`src/rtl/writeback_stage.sv`:
```
// Writeback stage of the RV32I pipeline: selects ALU / load / link value and drives the regfile write port.
// Optional retired-instruction counter enabled by defining WB_RETIRE_COUNT_EN.
module writeback_stage #(
    parameter int XLEN = 32
) (
    input  logic            clock,
    input  logic            reset,
    input  logic            inValid,
    output logic            inReady,
    input  logic [4:0]      inRd,
    input  logic            inRegWrite,
    input  logic [1:0]      inWbSel,
    input  logic [2:0]      inFunct3,
    input  logic [XLEN-1:0] inAluResult,
    input  logic [XLEN-1:0] inPcPlus4,
    input  logic            memRspValid,
    input  logic [XLEN-1:0] memRspData,
    output logic            regWriteEnable,
    output logic [4:0]      regWriteAddr,
    output logic [XLEN-1:0] regWriteData,
    output logic            fwdValid,
    output logic [4:0]      fwdRd,
    output logic [XLEN-1:0] fwdData,
    output logic            loadPending,
    output logic            loadMisaligned,
    output logic [63:0]     instret
);

    typedef enum logic [1:0] {
        S_IDLE     = 2'd0,
        S_WRITE    = 2'd1,
        S_WAIT_MEM = 2'd2
    } state_t;

    state_t          r_state;
    logic [4:0]      r_rd;
    logic            r_reg_write;
    logic [XLEN-1:0] r_data;
    logic [2:0]      r_funct3;
    logic [1:0]      r_addr_lo;
    logic            r_misaligned;

    logic            w_accept;
    logic [7:0]      w_byte;
    logic [15:0]     w_half;
    logic [XLEN-1:0] w_load_data;
    logic            w_load_misaligned;
    logic            w_drop;
    state_t          w_state_next;

    assign w_accept = inValid && (r_state != S_WAIT_MEM);

    // Load alignment and extension use the address bits captured at accept time.
    always_comb begin
        w_byte            = memRspData[{r_addr_lo, 3'b000} +: 8];
        w_half            = r_addr_lo[1] ? memRspData[31:16] : memRspData[15:0];
        w_load_data       = memRspData;
        w_load_misaligned = (r_addr_lo != 2'b00);
        case (r_funct3)
            3'b000: begin
                w_load_data       = {{24{w_byte[7]}}, w_byte};
                w_load_misaligned = 1'b0;
            end
            3'b100: begin
                w_load_data       = {24'h0, w_byte};
                w_load_misaligned = 1'b0;
            end
            3'b001: begin
                w_load_data       = {{16{w_half[15]}}, w_half};
                w_load_misaligned = r_addr_lo[0];
            end
            3'b101: begin
                w_load_data       = {16'h0, w_half};
                w_load_misaligned = r_addr_lo[0];
            end
            default: ;
        endcase
    end

    always_comb begin
        w_drop       = 1'b0;
        w_state_next = S_IDLE;
        if (r_state == S_WAIT_MEM) begin
            w_state_next = S_WAIT_MEM;
            if (memRspValid) begin
                w_drop       = w_load_misaligned;
                w_state_next = w_load_misaligned ? S_IDLE : S_WRITE;
            end
        end else if (w_accept) begin
            w_state_next = (inWbSel == 2'd1) ? S_WAIT_MEM : S_WRITE;
        end
    end

    always_ff @(posedge clock) begin
        if (reset) begin
            r_state      <= S_IDLE;
            r_rd         <= 5'd0;
            r_reg_write  <= 1'b0;
            r_data       <= '0;
            r_funct3     <= 3'd0;
            r_addr_lo    <= 2'd0;
            r_misaligned <= 1'b0;
        end else begin
            r_state      <= w_state_next;
            r_misaligned <= w_drop;
            if (w_accept) begin
                r_rd        <= inRd;
                r_reg_write <= inRegWrite;
                r_funct3    <= inFunct3;
                r_addr_lo   <= inAluResult[1:0];
                if (inWbSel != 2'd1)
                    r_data <= (inWbSel == 2'd2) ? inPcPlus4 : inAluResult;
            end else if (r_state == S_WAIT_MEM && memRspValid && !w_load_misaligned) begin
                r_data <= w_load_data;
            end
        end
    end

    assign inReady        = (r_state != S_WAIT_MEM);
    assign loadPending    = (r_state == S_WAIT_MEM);
    assign loadMisaligned = r_misaligned;
    assign regWriteEnable = (r_state == S_WRITE) && r_reg_write && (r_rd != 5'd0);
    assign regWriteAddr   = r_rd;
    assign regWriteData   = r_data;
    assign fwdValid       = regWriteEnable;
    assign fwdRd          = r_rd;
    assign fwdData        = r_data;

`ifdef WB_RETIRE_COUNT_EN
    logic [63:0] r_instret;

    always_ff @(posedge clock) begin
        if (reset)
            r_instret <= 64'd0;
        else if (w_state_next == S_WRITE || w_drop)
            r_instret <= r_instret + 64'd1;
    end

    assign instret = r_instret;
`else
    assign instret = 64'h0;
`endif

endmodule

```
`config.mk`:
```
export PLATFORM = sky130hd
export DESIGN_NAME = writeback_stage
export DESIGN_NICKNAME = d
export VERILOG_FILES = /design/src/rtl/writeback_stage.sv
export SDC_FILE = /design/constraint.sdc
export NUM_CORES = 1
export LEC_CHECK = 0
export BUFFER_PORTS_ARGS = -buffer_cell sky130_fd_sc_hd__buf_2
export CORE_MARGIN = 4
export CORE_UTILIZATION = 43
export DETAILED_ROUTE_END_ITERATION = 6
export PLACE_DENSITY_LB_ADDON = 0.2
export SYNTH_ARGS = -nofsm -noshare
export SYNTH_HDL_FRONTEND = slang
export SYNTH_SLANG_ARGS = --single-unit
```
`constraint.sdc`:
```
create_clock -name clock -period 2.3 [get_ports clock]
set_input_delay 0.69 -clock clock [delete_from_list [all_inputs] [get_ports clock]]
set_output_delay 0.69 -clock clock [all_outputs]
set_load 0.01 [all_outputs]
```
# Yosys cells after proc, flatten, opt, wreduce, memory -nomap -nowiden
# Cells that the tools add are included.
[classes]
n_reduce_logical = 14
bitwise = 2
shifts = 1
div_mod_pow = 0
addsub = 0
order_cmp = 0
n_mul = 0
mux = 12
n_eq_ne = 10
[op_table]
columns = ["op", "n"]
rows = [
  ["two-way mux 32 bit", 4],
  ["one-hot mux 32 bit (4 select lines)", 1],
  ["indexed part select 32 x 6 -> 8 bit", 1],
  ["two-way mux 16 bit", 1],
  ["two-way mux 2 bit", 4],
  ["equality test 3 bit, second input constant", 2],
  ["logical AND 1 bit", 5],
  ["nonzero test 5 bit", 1],
  ["equality test 2 x 1 -> 1 bit, second input constant", 2],
  ["equality test 2 bit, second input constant", 2],
  ["!= test 2 x 1 -> 1 bit, second input constant", 2],
  ["nonzero test 2 bit", 2],
  ["OR reduction 2 bit", 2],
  ["equality test 3 x 1 -> 1 bit, second input constant", 1],
  ["logical NOT 3 bit", 1],
  ["OR reduction 3 bit", 1],
  ["!= test 2 bit, second input constant", 1],
  ["NOT 1 bit", 2],
  ["one-hot mux 1 bit (2 select lines)", 1],
  ["AND reduction 2 bit", 1],
  ["logical NOT 1 bit", 1],
  ["two-way mux 1 bit", 1],
]
[totals]
output_inout_bits = 143
memories = 0
in_bits = 111
latch_bits = 0
rom_bits = 0
reg_bits = 46
mem_bits_rw = 0
elab_cells = 46

# Logic depth before layout (Yosys ltp)
# Gate-level depths: netlist of the first run.
[depth]
word_depth = 7
ltp_mapped = 8
depth_no_buf = 5

# Worst setup path before layout of the first run
# OpenSTA, ideal clock, no wires.
[synth_path]
kind = "input port to flip-flop"
startpoint = "input port inWbSel[1]"
endpoint = "register r_data[10] (netlist: fwdData[10])"
t_required_ns = 2.181
setup_ns = 0.119
n_path_buf = 2
cell_stages = 6
setup_slack_ns = 0.453
arrival_time_ns = 1.728
cell_sequence = "nor2b_1 > buf_2 > buf_2 > mux2i_1 > o22ai_1 > o221a_2"
[synth_via]
elab_chain_len = 4
word_cells_on_any_way = 7
classes_between = "eq/ne (3); mux (3); reduce/logical (1)"
[synth_lines]
columns = ["item", "line_no", "source"]
rows = [
  ["start, declared", "12", "input logic [1:0] inWbSel,"],
  ["equality test 2 bit", "112", "r_data <= (inWbSel == 2'd2) ? inPcPlus4 : inAluResult;"],
  ["two-way mux 32 bit", "112", ""],
  ["two-way mux 32 bit", "111", "if (inWbSel != 2'd1)"],
  ["two-way mux 32 bit", "106", "if (w_accept) begin"],
  ["end signal, assigned", "112", ""],
  ["end signal, assigned", "114", "r_data <= w_load_data;"],
  ["end, declared", "38", "logic [XLEN-1:0] r_data;"],
]
# Parallel ways exist; a longest one is shown, timed or not. The select of a mux whose other input is x is not followed.
# A chain may end at the register's enable or synchronous reset.

# Worst setup path in the final report of the first run
[layout_path]
startpoint = "register r_rd[0] (netlist: fwdRd[0])"
endpoint = "output port fwdValid"
[layout_via]
elab_chain_len = 2
[layout_lines]
columns = ["item", "line_no", "source"]
rows = [
  ["start, declared", "36", "logic [4:0] r_rd;"],
  ["start signal, assigned", "107", "r_rd <= inRd;"],
  ["nonzero test 5 bit", "122", "assign regWriteEnable = (r_state == S_WRITE) && r_reg_write && (r_rd != 5'd0);"],
  ["logical AND 1 bit", "122", ""],
  ["end, declared", "21", "output logic fwdValid,"],
]
# Every way passes these cells.

==> results of run 1 <==
flip-flops by register name, summed over array words and instances, names as in the netlist:
name,count
fwdData,32
fwdRd,5
loadMisaligned,1
r_addr_lo,2
r_funct3,3
r_reg_write,1
r_state,2
logic make-up after synthesis:
family / after synthesis / share of synthesized area [%]
buf+inv: 159 / 27.73
flops: 46 / 24.12
other cells: 1 / 0.09823
compound gates: 104 / 20.49
simple gates: 92 / 11.37
mux: 57 / 16.19
Yosys cell counts (6+ instances only):
cell and n:
nand2_1 56, buf_2 18, nor2_1 6, mux2i_1 28, mux2_2 27, buf_4 105
clkbuf_1 8, inv_1 20, buf_6 6, a221oi_1 8, o221a_2 8, o22ai_1 11
o31ai_1 15, a21oi_1 28, dfxtp_1 46, nor3_1 6, a211oi_1 8
how the worst max path moves through the flow:
stage	start	end	slack (ps)	cells after the start
after CTS	fwdRd[0]	regWriteEnable	320	3
after floorplan	inWbSel[1]	fwdData[10]	450	6
final	fwdRd[0]	fwdValid	350	3
after global routing	r_addr_lo[0]	fwdData[10]	220	4
after global placement	inWbSel[0]	fwdData[11]	230	5
after detailed placement	inWbSel[0]	fwdData[3]	190	5
cell type report:
class / count / area (um^2) / area share [%]
Multi-Input combinational cell: 317 / 2083 / 46.86
Timing Repair Buffer: 206 / 1086 / 24.43
Sequential cell: 46 / 920.9 / 20.71
Tap cell: 108 / 135.1 / 3.040
Inverter: 22 / 82.58 / 1.858
Clock buffer: 5 / 68.82 / 1.548
Clock inverter: 3 / 68.82 / 1.548
stage by stage:
step | worst slack [ps] | utilization (%) | power, mW
2_1_floorplan | 453.3 | - | 1.551
3_3_place_gp | 225.8 | 49.64 | 1.692
3_5_place_dp | 189.8 | 49.64 | 1.699
4_1_cts | 324.7 | 51.23 | 2.441
5_1_grt | 215.9 | 51.23 | 2.551
6_report | 349.4 | 51.23 | 2.420
worst register-to-register path: stages, from the launching register on:
cell and delay, ps:
dfxtp_1 590, nor3b_1 680, or2b_1 300, nand4_1 120, a311oi_1 110
power groups by stage:
stage	logic [mW]	registers [mW]	clock network (mW)
floorplan	0.595	0.956	0
global placement	0.752	0.939	0
detailed placement	0.757	0.941	0
CTS	0.760	0.924	0.757
global route	0.836	0.936	0.780
finish	0.759	0.923	0.738
routing by layer:
metal / part of all wire [%] / up-vias
met5: 0 / -
met4: 1.8 / 0
met3: 8.7 / 19
met2: 49 / 187
met1: 40 / 1673
li1: - / 1731
==> results.toml, run 1 <==
[status]
outcome = "complete, no violations"

[setup_path]
crit_required_ps = 1610
cp_cell_sequence = "nor3_1 -> a211oi_1 -> buf_2"
critPathArrivalTime_ps = 1260
crit_family = "flip-flops"
path_max_fanout = 4
cp.buffers_inverters = 1
slowest_stage = "dfxtp_1"
cp_slowest_stage_delay_ps = 380
reg2reg_depth = 4
crit_type = "reg -> out"
endpoint_kind = "primary output"
reg2reg_slack_ps = 350
r2r_start = "r_addr_lo[0]"
r2r-end = "fwdData[3]"
startpoint_type = "flip-flop"

[synth]
yosysSeqAreaShare_pct = 24.12
synth.cell_area_um2 = 3817
postSynthAreaPerCell_um2 = 8.317
yosys.area.top_type = "dfxtp_1"
yosys.cell_types.count = 45
yosysTopAreaCellShare_pct = 24.12
yosys_warnings = 0
synthesis.instances = 459
synth_seq_cells = 46
async_flop_share_pct = 0
ys.flop_type = "dfxtp_1"
synthTopCellsByArea = "dfxtp_1 (24%), buf_4 (21%), mux2_2 (8.0%)"
synth_edf_count = 0

[cts]
tritoncts = "yes"
numCtsBuffers = 5
clock-root-buffer = "clkbuf_8"
clockBufferDepth = 2
path_clk_slew_ps = 90
insertion_delay_ps = 310
cts_resized = 0
hold_buffers = 0
htree_levels = 2
clock_sinks = 46
post_cts_buffers = 0

[pwr]
p_comb_share_pct = 31.4
sequentialPowerShare_pct = 38.1
power_density_nw_per_um2 = 544.4
peakVddDrop_uv = 260.3
swShare_pct = 32.35
p_clk_share_pct = 30.5
p_sw_uw = 782.9
p_leak_nw = 2.238
internal_power_mw = 1.637

[cells_and_area]
stdcell_count = 707
syn_to_final_growth_pct = 16.45
drive_gt1_share_pct = 42.90
fillers = 889
fin_area_um2 = 4446
nets = 709
layout_common_cells = "buf_2 (189), conb_1 (64), nand2_1 (56)"
diodes = 0
layout_commonest_cell = "buf_2"

[timing]
rsz0062_at_grt = "false"
period_share_pct = 84.81
whs_ps = 464.0
maxSlewHeadroom_pct = 50.17
max_freq_ghz = 0.5127
finalMaxSlewViolations = 0
hold_viol_final = 0
fin_worst_skew_ps = 4.490
period_needed_ps = 1951
tns_ps = 0
worstMarginPinSlew_ps = 745.9
setup_viol = 0

[placed_design]
dpl.hpwl_mm = 9.263
gp_congestion = 0.9034
placed_area_um2 = 4308
dp.cells = 699
io_buffer_count = 189

[die]
die_area_um2 = 10450
fp-row-count = 34
ios = 254
start_util_pct = 43.99
die_w_um = 102.2
die_y_um = 102.2
core_um2 = 8678

[route]
drc = 0
first_pass_iters = 4
final_antenna_net_count = 0
vias_per_cell = 5.106
wl_per_cell_um = 16.23
routed-via-count = 3610
initialDrtViolationCount = 179
totalWireLength_mm = 11.48

[global_routing]
grt-busiest-layer = "met2"
grt_overflow = 0
global_route.usage.met2_pct = 34.28
grt_usage_pct = 20.55
met1_usage_pct = 27.39
met3_usage_pct = 3.276
grt_pass1_vias = 3357
grt_max_degree = 29
grt_pass1_wl_mm = 17.13
antenna_found_initial = 0

[min_path]
min_from = "r_reg_write"
hp-class = "reg -> reg"
hold_end = "r_reg_write"
hold_path_depth = 2

[run]
max_cap_violations = 0
(Power assumes the default switching activity.)
==> run 2, diff against run 1 <==
Settings changed: ABC_AREA from default to 1, CORE_UTILIZATION 43 to 39.
Clock period 2.3 ns to 1.75 ns, I/O delays scaled along.
==> results.toml, run 2 <==
[cells_and_area]
largest_reg_flops = 32
diodes = 0
drive_gt1_share_pct = 29.64
layout_common_cells = "nand2_1 (190), buf_2 (189), nor2_1 (70)"
final_core_util_pct = 48.46
nets = 886
layout_commonest_cell = "nand2_1"
fin_area_um2 = 4542
stdcell_count = 905
syn_to_final_growth_pct = 19.29

[die]
start_util_pct = 40.63
die_w_um = 106.8
ios = 254
fp-row-count = 35
die_area_um2 = 11410
core_um2 = 9371
die_y_um = 106.8

[route]
final_antenna_net_count = 0
totalWireLength_mm = 12.69
vias_per_cell = 4.684
first_pass_iters = 5
routed-via-count = 4239
initialDrtViolationCount = 250
drc = 0
wl_per_cell_um = 14.02

[synth]
yosys-top-cells-count = "nand2_1 (190), buf_4 (109), nor2_1 (71)"
async_flop_share_pct = 0
yosys.area.top_type = "dfxtp_1"
yosysSeqAreaShare_pct = 24.19
yosysTopAreaCellShare_pct = 24.19
yosys.cell_types.count = 26
ys.flop_type = "dfxtp_1"
synthesis.instances = 632
postSynthAreaPerCell_um2 = 6.024
synth.most_common_cell = "nand2_1"
yosys_warnings = 0
synthTopCellsByArea = "dfxtp_1 (24%), buf_4 (21%), nand2_1 (19%)"
synth.cell_area_um2 = 3807
synth_edf_count = 0
synth_seq_cells = 46

[status]
outcome = "complete, no violations"

[cts]
clock-root-buffer = "clkbuf_8"
post_cts_buffers = 0
insertion_delay_ps = 300
numCtsBuffers = 5
htree_levels = 2
tritoncts = "yes"
clock_sinks = 46
clockBufferDepth = 2
path_clk_slew_ps = 90

[pwr]
report.power.total_mw = 3.124
power_density_nw_per_um2 = 687.9
peakVddDrop_uv = 353.5
p_leak_nw = 2.629

[timing]
setup_viol = 0
period_share_pct = 94.60
tns_ps = 0
max_freq_ghz = 0.6041
period_needed_ps = 1655
whs_ps = 457.9
fin_worst_skew_ps = 6.426
timing.final.ws_setup_ps = 94.54
hold_viol_final = 0
rsz0062_at_grt = "false"
finalMaxSlewViolations = 0

[setup_path]
path_max_fanout = 4
cp_cell_sequence = "nor3_2 -> nand2_1 -> nand3_1 -> inv_1 -> buf_2"
startpoint_type = "flip-flop"
crit_required_ps = 1220
slowest_stage = "dfxtp_1"
reg2reg_depth = 9
endpoint_kind = "primary output"
crit_type = "reg -> out"
cp_slowest_stage_delay_ps = 340
critPathArrivalTime_ps = 1130

[placed_design]
placed_area_um2 = 4427
dp.cells = 897
preCtsSetupSlack_ps = 107.0
gp_congestion = 0.9734
io_buffer_count = 189
dpl.hpwl_mm = 10.23

[global_routing]
grt_pass1_vias = 3800
grt_overflow = 0
antenna_found_initial = 0
grt_pass1_wl_mm = 18.99
grt_max_degree = 37
grt_usage_pct = 20.71

[run]
max_cap_violations = 0

[min_path]
hp-class = "in -> reg"
hold_path_depth = 2
[run 2: cell count changes after synthesis, moves of 8 or more]
cell      before  now
a211oi_1       8    0
a21oi_1       28   59
a221oi_1       8    0
buf_2         18   10
mux2_2        27    0
mux2i_1       28    0
nand2_1       56  190
nand3_1        0   24
nor2_1         6   71
o21ai_0        1   55
o221a_2        8    0
o22ai_1       11    0
o31ai_1       15    0
[run 2: worst paths after layout]
path	slack, ps	startpoint	end
hold / removal	460	inFunct3[2]	r_funct3[2]
setup / recovery	90	fwdRd[0]	regWriteEnable
hold reg to reg	500	r_reg_write	r_reg_write
setup reg to reg	110	r_addr_lo[0]	fwdData[4]
[run 2: cell families (layout without fill, tap and decap cells)]
group	count (synthesis)	after routing	share of synthesized area (%)
compound gates	122	122	16.40
buf+inv	165	246	27.90
flops	46	46	24.19
other cells	1	64	0.09849
simple gates	298	298	31.42
[run 2: repair_timing]
| action | 4_1_cts | 5_1_grt |
|---|---|---|
| setup endpoints to repair | 0 | 2 |
| resized for setup | 0 | 1 |
| hold buffers | 0 | 0 |
[run 2: worst max-delay path: cells and delay by family (launching register included)]
| kind | cells | cell delay (ps) |
|---|---|---|
| AND/OR/NAND/NOR | 3 | 310 |
| buffers and inverters | 2 | 180 |
| flip-flops | 1 | 340 |
[run 2: area by class of cell]
class                      count  area (um^2)
fill                        1051         4830
multi-input combinational    484         2068
timing repair buffer         208         1164
sequential                    46        920.9
tap                          129        161.4
inverter                      30        117.6
clock buffer                   6        72.57
clock inverter                 2        37.54
[run 2: where the power goes]
part | leakage (nW) | internal (mW) | switching, mW | total, mW
Combinational | 2.20 | 0.424 | 0.669 | 1.09
Sequential | 0.381 | 1.14 | 0.0804 | 1.22
Clock | 0.0514 | 0.427 | 0.385 | 0.812
Total | 2.63 | 1.99 | 1.13 | 3.12
[run 2: routing by layer]
layer / wire length (um) / global-route usage, % / part of all wire, % / vias to the layer above
met5: 0 / 0 / 0 / -
met4: 193 / 4.840 / 1.5 / 0
met3: 1020 / 4.154 / 8.0 / 18
met2: 6108 / 35.34 / 48 / 193
met1: 5365 / 26.88 / 42 / 1909
li1: - / - / - / 2119
==> run 3, diff against run 2 <==
Settings changed: RECOVER_POWER from default to 25, SETUP_SLACK_MARGIN from default to 0.3.
==> results.toml, run 3 (synthesis gave the netlist of run 2 again) <==
[placed_design]
gp_congestion = 0.9734
placed_area_um2 = 4427
io_buffer_count = 189
dpl.hpwl_mm = 10.23

[timing]
rsz0062_at_grt = "true"
worstMarginPinSlew_ps = 638.4
period_needed_ps = 1635
fin_worst_skew_ps = 6.659
tns_ps = 0
finalMaxSlewViolations = 0
whs_ps = 457.6
maxSlewHeadroom_pct = 57.44
setup_viol = 0
hold_viol_final = 0
period_share_pct = 93.42
max_freq_ghz = 0.6117

[cells_and_area]
syn_to_final_growth_pct = 25.93
layout_common_cells = "nand2_1 (185), buf_2 (167), nor2_1 (65)"
nets = 897
largest_reg_flops = 32
diodes = 0
fin_area_um2 = 4795
drive_gt1_share_pct = 30.88
layout_commonest_cell = "nand2_1"

[die]
core_um2 = 9371
die_area_um2 = 11410
start_util_pct = 40.63
die_w_um = 106.8
fp-row-count = 35
ios = 254
die_y_um = 106.8

[cts]
htree_levels = 2
clockBufferDepth = 2
clock_sinks = 46
insertion_delay_ps = 310
path_clk_slew_ps = 90
numCtsBuffers = 5
clock-root-buffer = "clkbuf_8"
tritoncts = "yes"

[pwr]
sequentialPowerShare_pct = 37.7
p_sw_mw = 1.195
internal_power_mw = 2.040
p_comb_share_pct = 37.0
swShare_pct = 36.95
peakVddDrop_uv = 351.4
power_density_nw_per_um2 = 674.9
report.power.total_mw = 3.236
p_leak_nw = 2.664
p_clk_share_pct = 25.3

[run]
max_cap_violations = 0

[global_routing]
grt_pass1_wl_mm = 18.90
grt_overflow = 0
grt_pass1_vias = 3816
grt_max_degree = 37
grt_usage_pct = 20.65
antenna_found_initial = 0

[status]
outcome = "complete, no violations"

[setup_path]
critPathArrivalTime_ps = 1110
startpoint_type = "flip-flop"
path_max_fanout = 2
crit_type = "reg -> out"
endpoint_kind = "primary output"
crit_required_ps = 1220

[route]
routed-via-count = 4336
vias_per_cell = 4.734
first_pass_iters = 6
wl_per_cell_um = 14.75
final_antenna_net_count = 0
drc = 0
totalWireLength_mm = 13.51
initialDrtViolationCount = 323

[min_path]
hp-class = "in -> reg"
run 3: changes by cell type in the layout (fill, tap and decap cells not counted), moves of 6 or more:
cell      change
buf_2        -22
o21ai_0       -6
dfxtp_1       -7
clkbuf_1     +19
run 3: worst max-delay path: stages, from the launching register on:
cell and delay, ps:
dfxtp_2 330, nor3_2 170, nand2_1 70, nand3_1 60
inv_1 50, buf_2 130
run 3: what timing repair did:
action	4_1_cts	5_1_grt
setup endpoints to repair	35	38
hold buffers	0	0
endpoints found under the hold margin	0	0
cloned	0	5
gates resized for setup	17	38
setup buffers	2	4
pin swaps	1	5
run 3: per-layer routing:
metal  share of wire, %  GRT usage [%]
met2                 48          35.57
met3                9.2          4.154
met4                1.6          4.932
met5                  0              0
met1                 41          26.48
run 3: worst paths after layout:
kind | slack, ps | to | depth (start not counted) | startpoint
max reg2reg | 170 | r_addr_lo[1] | 7 | r_state[0]
max | 120 | regWriteEnable | 5 | fwdRd[2]
min | 460 | r_funct3[2] | 2 | inFunct3[2]
min reg2reg | 500 | fwdData[5] | 2 | fwdData[5]
run 3: cell type report:
cell class / count / area [um^2]
Sequential cell: 46 / 937.1
Tap cell: 129 / 161.4
Clock inverter: 2 / 37.54
Multi-Input combinational cell: 485 / 2147
Timing Repair Buffer: 218 / 1306
Fill cell: 1030 / 4577
Clock buffer: 6 / 72.57
Inverter: 30 / 132.6
run 3: per-stage QoR:
stage,setup slack (ps),cells,util [%]
2_1_floorplan,366.5,695,-
5_1_grt,41.25,916,51.16
4_1_cts,88.12,907,49.00
3_3_place_gp,133.1,897,47.24
3_5_place_dp,107.0,897,47.24
6_report,115.2,916,51.16
run 3: power groups by stage:
stage               combinational [mW]  sequential, mW  clock, mW
floorplan                        0.811            1.26          0
global placement                  1.08            1.24          0
detailed placement                1.08            1.24          0
CTS                               1.10            1.22      0.830
global route                      1.32            1.23      0.875
finish                            1.20            1.22      0.817
